[src/rtl/zeroparity_accum_pkg.sv]
// Shared definitions for the zeroparity gate, its multi-byte accumulator and their benches.
package zeroparity_accum_pkg;

  localparam logic MODE_NONZERO = 1'b0;
  localparam logic MODE_PARITY  = 1'b1;

  typedef enum logic {
    ST_ACCUM = 1'b0,
    ST_FULL  = 1'b1
  } state_e;

  // One fold step of the operand-wide flag: OR for nonzero, XOR for parity.
  function automatic logic fold_bit(input logic mode, input logic acc, input logic q);
    return (mode == MODE_PARITY) ? (acc ^ q) : (acc | q);
  endfunction

endpackage

[src/rtl/zeroparity_accum_modcounter.sv]
// Wrap-at-N up-counter with enable, synchronous clear and terminal-count flag.
module modcounter #(
  parameter int N = 2,
  parameter int W = 1
) (
  input  logic         clk,
  input  logic         rst_n,
  input  logic         en,
  input  logic         clr,
  output logic [W-1:0] cnt,
  output logic         tc
);

  logic [W-1:0] cnt_q, cnt_d;

  assign cnt = cnt_q;
  assign tc  = (cnt_q == W'(N - 1));

  always_comb begin
    cnt_d = cnt_q;
    if (clr)     cnt_d = '0;
    else if (en) cnt_d = tc ? '0 : cnt_q + W'(1);
  end

  always_ff @(posedge clk or negedge rst_n) begin
    if (!rst_n) cnt_q <= '0;
    else        cnt_q <= cnt_d;
  end

endmodule

[src/rtl/zeroparity_accum.sv]
// Folds NBYTES per-byte zeroparity results into one operand-wide zero/parity flag.
module zeroparity_accum
  import zeroparity_accum_pkg::*;
#(
  parameter int NBYTES = 2
) (
  input  logic clk,
  input  logic rst_n,
  input  logic clear,
  input  logic in_valid,
  output logic in_ready,
  input  logic in_q,
  input  logic in_mode,
  output logic out_valid,
  input  logic out_ready,
  output logic out_flag,
  output logic out_mode,
  output logic out_err
);

  localparam int CW = (NBYTES > 1) ? $clog2(NBYTES) : 1;

  state_e        state_q, state_d;
  logic          acc_q, acc_d;
  logic          mode_q, mode_d;
  logic          err_q, err_d;
  logic          flag_q, flag_d;
  logic          omode_q, omode_d;
  logic          oerr_q, oerr_d;
  logic [CW-1:0] cnt;
  logic          last;
  logic          accept, first, done;
  logic          fold, fold_mode, fold_err;

  assign out_valid = (state_q == ST_FULL);
  assign in_ready  = !out_valid | out_ready;
  assign out_flag  = flag_q;
  assign out_mode  = omode_q;
  assign out_err   = oerr_q;

  // clear wins over a beat presented in the same cycle
  assign accept = in_valid & in_ready & !clear;
  assign first  = (cnt == '0);
  assign done   = accept & last;

  modcounter #(.N(NBYTES), .W(CW)) u_cnt (
    .clk  (clk),
    .rst_n(rst_n),
    .en   (accept),
    .clr  (clear),
    .cnt  (cnt),
    .tc   (last)
  );

  // Later bytes fold with the mode latched from byte 0, not the incoming one.
  always_comb begin
    fold_mode = first ? in_mode : mode_q;
    fold      = first ? in_q : fold_bit(mode_q, acc_q, in_q);
    fold_err  = first ? 1'b0 : (err_q | (in_mode != mode_q));
  end

  always_comb begin
    acc_d   = acc_q;
    mode_d  = mode_q;
    err_d   = err_q;
    flag_d  = flag_q;
    omode_d = omode_q;
    oerr_d  = oerr_q;
    state_d = state_q;
    if (accept) begin
      acc_d  = fold;
      mode_d = fold_mode;
      err_d  = fold_err;
    end
    if (done) begin
      flag_d  = fold;
      omode_d = fold_mode;
      oerr_d  = fold_err;
      state_d = ST_FULL;
    end else if (out_valid && out_ready) begin
      state_d = ST_ACCUM;
    end
  end

  always_ff @(posedge clk or negedge rst_n) begin
    if (!rst_n) begin
      state_q <= ST_ACCUM;
      acc_q   <= 1'b0;
      mode_q  <= MODE_NONZERO;
      err_q   <= 1'b0;
      flag_q  <= 1'b0;
      omode_q <= MODE_NONZERO;
      oerr_q  <= 1'b0;
    end else begin
      state_q <= state_d;
      acc_q   <= acc_d;
      mode_q  <= mode_d;
      err_q   <= err_d;
      flag_q  <= flag_d;
      omode_q <= omode_d;
      oerr_q  <= oerr_d;
    end
  end

endmodule

[config.mk]
export PLATFORM = sky130hd
export DESIGN_NAME = zeroparity_accum
export DESIGN_NICKNAME = d
export VERILOG_FILES = /design/src/rtl/zeroparity_accum_pkg.sv /design/src/rtl/zeroparity_accum_modcounter.sv /design/src/rtl/zeroparity_accum.sv
export SDC_FILE = /design/constraint.sdc
export NUM_CORES = 1
export LEC_CHECK = 0
export CAP_MARGIN = 25
export CELL_PAD_IN_SITES_DETAIL_PLACEMENT = 1
export CELL_PAD_IN_SITES_GLOBAL_PLACEMENT = 1
export CORE_AREA = 2 2 39 41
export CTS_BUF_LIST = sky130_fd_sc_hd__clkbuf_8 sky130_fd_sc_hd__clkbuf_16
export DETAILED_ROUTE_END_ITERATION = 10
export DIE_AREA = 0 0 41 43
export PLACE_DENSITY = 0.73
export SETUP_SLACK_MARGIN = 0.3
export SLEW_MARGIN = 20
export SYNTH_ARGS = -nofsm -noshare
export SYNTH_HDL_FRONTEND = slang
export SYNTH_HIERARCHICAL = 1
export SYNTH_SLANG_ARGS = --single-unit
[constraint.sdc]
create_clock -name clk -period 1.5 [get_ports clk]
set_input_delay 0.3 -clock clk [delete_from_list [all_inputs] [get_ports clk]]
set_output_delay 0.3 -clock clk [all_outputs]
set_load 0.05 [all_outputs]
# == Word level (Yosys, flattened, before mapping) ==
# Index checks and enable logic that the tools add are counted.
# totals
reg_bits,8
elab_cells,31
input_bits,7
# classes
add_sub_neg,1
n_eq_ne,1
reduce_logical,5
muxes,9
n_bitwise,7
# ops
op,count
1-bit two-way mux,9
2-bit nonzero test,2
1-bit bitwise AND,3
1-bit OR,3
1-bit logical NOT,2
1-bit adder (second input constant),1
1-bit logical AND,1
1-bit != test,1
1-bit bitwise XOR,1

# == Longest topological paths before layout ==
# depth
depth_word,6
ltp_mapped,5
ltp_nobuf,5

# == Modules after synthesis ==
# Netlist, hierarchy kept.
# modules_own_cells
mod,area_per_inst_um2,cells_each,seq_area_each_um2,instances
zeroparity_accum,375.4,32,175.2,1
modcounter,45.0,4,25.0,1

# == Worst setup path before layout ==
# No wires, ideal clock.
# synth_path
kind,flip-flop to flip-flop
start,register state_q (netlist: out_valid)
end,register oerr_q (netlist: out_err)
setup_ps,128
period_less_slack_ps,1607
path_buffers,0
path_stages_with_launch,4
t_arrival_ps,1479
slack_ps,-107
path_cell_list,dfrtp_1 -> nor2b_4 -> or3b_4 -> mux2_1
# synth_between
elab_chain_len,5
# synth_rtl
element,line,source
from (decl),zeroparity_accum.sv:23,"state_e state_q, state_d;"
from (signal assigned),zeroparity_accum.sv:95,state_q <= state_d;
1-bit logical NOT,zeroparity_accum.sv:36,assign in_ready = !out_valid | out_ready;
1-bit OR,zeroparity_accum.sv:36,
1-bit bitwise AND (2 in series),zeroparity_accum.sv:42,assign accept = in_valid & in_ready & !clear;
1-bit bitwise AND,zeroparity_accum.sv:44,assign done = accept & last;
to (signal assigned),zeroparity_accum.sv:101,oerr_q <= oerr_d;
to (decl),zeroparity_accum.sv:29,"logic oerr_q, oerr_d;"
# Every way passes these cells.
# A chain may end at the register's enable or synchronous reset.

# == Worst setup path in the final report ==
# Same ends and word-level chain as after synthesis.

==> summary.txt <==
Timing
  • Final setup violation count: 0
  • Final period util: 91.86%
  • Sum of negative setup slack: 0 ns
  • RSZ-0062 raised after global routing: yes
  • Setup ws final: 0.1221 ns
  • Final Hold Vio Count: 0
  • Slew @ Worst Pin: ~0.38 ns
  • Max-slew violation count: 0
  • Clock skew: about 0.0014 ns
  • Final Critical Period: about 1.4 ns
  • Worst slew margin: between 70% and 80%
  • Maximum clock rate: roughly 0.73 GHz

Floorplan
  • Starting Density: a little over 30%
  • Die Y: roughly 43 µm
  • Core ar.: around 0.0014 mm²
  • Die ar.: approximately 0.0018 mm²
  • IO Pins: 12
  • Die width: between 40 and 50 µm
  • Row cnt: 14

Global routing
  • Initial antenna violation count: 0
  • Total grt overflow: 0
  • Largest net degree at the start of global routing: 9
  • Vias in the first global route: 339
  • First-pass GRT wire length: roughly 1500 µm
  • Gr usage total: approximately 14%

Yosys
  • Post-Syn Area: between 400 and 500 µm²
  • Syn Area/Cell: between 10 and 15 µm²
  • Part of the Yosys area used for sequential elements: a little under half
  • FFs w/ async S/R, synth: 100.0%
  • Synth Register Bits: 8
  • Ys Warns: 6
  • Syn nets: 44
  • Unique masters post-synth: 19
  • Post-synth EDFFs: 0
  • Most used DFF post-synth: dfrtp_1
  • Cells after Synth: 36

Power
  • Leakage: ~0.36 nW
  • Power Total: 1.015 mW
  • Clock share of power: about a quarter
  • Int Pwr: 0.6859 mW
  • Net Sw Frac: approximately 32%
  • NetSw: 0.3291 mW
  • Power per Cell Area: between 1000 and 1500 mW/mm²
  • Maximum VDD drop: between 0.4 and 0.5 mV
  • Seq pwr share: a little under a third
  • Combinational Power Share: a little over two fifths

Worst setup path
  • Critical path cell sequence: nor2b_4 -> or3b_4 -> mux2_4
  • Setup slack, reg-to-reg: between 0.1 and 0.15 ns
  • CP Capture Type: register
  • Critical Path RT: approximately 1.6 ns
  • Critical R2R Capture: out_err
  • Largest fanout on the critical path: 4
  • Largest stage delay, worst path: ~0.41 ns
  • Kind of critical path: register to register
  • Worst path slowest cell: or3b_4
  • Worst Reg2Reg Path Length in Cells: 3
  • Worst Path Arrival: about 1.5 ns
  • FF-to-FF Start: out_valid
  • Startpoint types: register

Clocking
  • CTS root buffer: clkbuf_8
  • Hold buffers post-CTS: 0
  • CTS tree: done
  • CTS max path bufs: 2
  • H-tree depth: 1
  • Clk_lat worst skew: between 0.2 and 0.25 ns
  • Clock slew at reported path FFs: around 0.040 ns
  • CTS sink cnt: 8
  • CTS buffer count: 3

Detailed routing
  • Post-route ant nets: 0
  • Drt drc: 0
  • DRT Wirelength: ~960 µm
  • DRT Pass-1 Iters: 2
  • WL/cell: 13.08 µm
  • DR vias/cell: approximately 4.6
  • Initial DRC count: 2
  • Via Count: 334

Place
  • GP Congestion: around 0.77
  • Detailed placement HPWL: about 660 µm
  • Number of port buffers: 11
  • Worst slack at placement: -0.2537 ns

Finish
  • Diode count: 0
  • Layout cells sized above 1: 54.39%
  • Final net count: between 60 and 70
  • Layout area overhead: 77.98%
  • Seq. cell area: approximately 200 µm²
  • Multi-input logic area: around 250 µm²
  • Fill cells: roughly 140

Flow run
  • MaxCap Viol Count: 0

Run status
  • Outcome: complete, no violations

Min path
  • Hold crit path type: input pin to asynchronous set/reset pin
metal layers:
layer	vias to the layer above	share of wire (%)	global-route usage, %
li1	160	-	-
met1	159	41	17.16
met2	11	49	19.69
met3	4	6.1	6.283
met4	0	3.1	8.000
met5	-	0	0
metrics by stage:
step                      std cells  area [µm²]  hold WS (ns)  utilization, %
final                            73       748.2        0.3565           54.07
after global routing             73       748.2        0.3752           54.07
after CTS                        71       699.4        0.3651           50.54
after detailed placement         66       631.9        0.5048           45.66
after global placement           66       631.9        0.4961           45.66
after floorplan                  36       429.2      0.004409               -
timing repair:
item	CTS	global route
buffers inserted	1	2
gates resized for setup	9	7
endpoints found under the setup margin	9	8
pin swaps	2	4
sequential cells by signal, indices dropped and copies added, names as in the netlist:
name       count
acc_q          1
err_q          1
mode_q         1
out_err        1
out_flag       1
out_mode       1
out_valid      1
u_cnt/cnt      1
how the worst max path moves through the flow:
stage                    end  slack, ns  depth (start not counted)  startpoint
floorplan            out_err      0.007                          3   out_valid
global placement    out_mode      -0.24                          4    in_valid
detailed placement   out_err      -0.25                          4    in_valid
CTS                  out_err       0.09                          3   out_valid
global route         out_err       0.08                          3   out_valid
finish               out_err       0.12                          3   out_valid
cell usage after synthesis (2+ instances only):
cell,number,area (µm²)
nand2_1,2,7.510
nor2_1,3,11.26
dfrtp_1,8,200.2
mux2_2,3,33.78
mux2_1,2,22.52
xnor2_1,2,17.52
inv_1,4,15.01
worst max-delay path, delay by kind of cell, from the launching register on:
kind / cells / cell delay [ns]
flops: 1 / 0.40
mux: 1 / 0.31
simple gates: 2 / 0.55
cells in the final DEF (no fill, tap or decap), types with 2 or more instances in the layout:
master           n
buf_12           5
dfrtp_2          2
inv_1            5
clkbuf_8         3
buf_6            3
dlygate4sd2_1    4
mux2_2           2
buf_4            4
nand2_1          2
clkdlybuf4s50_1  2
mux2_4           4
dfrtp_1          6
power by group through the flow:
stage                     combinational [mW]  clock [mW]  sequential, mW
final                                  0.425       0.268           0.322
after global routing                   0.449       0.299           0.329
after CTS                              0.409       0.274           0.321
after detailed placement               0.394           0           0.323
after global placement                 0.389           0           0.322
after floorplan                        0.118           0           0.404
final cells by class:
class                           instances  share of cell area, %
Timing Repair Buffer                   18                  29.26
Inverter                                4                  2.007
Multi-Input combinational cell         23                  32.94
Clock buffer                            3                  5.518
Sequential cell                         8                  27.09
Tap cell                               16                  2.676
Clock inverter                          1                 0.5017
cell families after synthesis:
kind of cell / count (synthesis) / share of synthesized area (%)
and+or+nand+nor: 11 / 17.86
DFF: 8 / 47.62
muxes: 6 / 16.96
buffers and inverters: 5 / 5.357
AOI/OAI and AO/OA: 3 / 5.062
xor gates and xnor gates: 2 / 4.167
adders and majority gates: 1 / 2.976
Note: power is estimated with default switching activity, not from simulation.
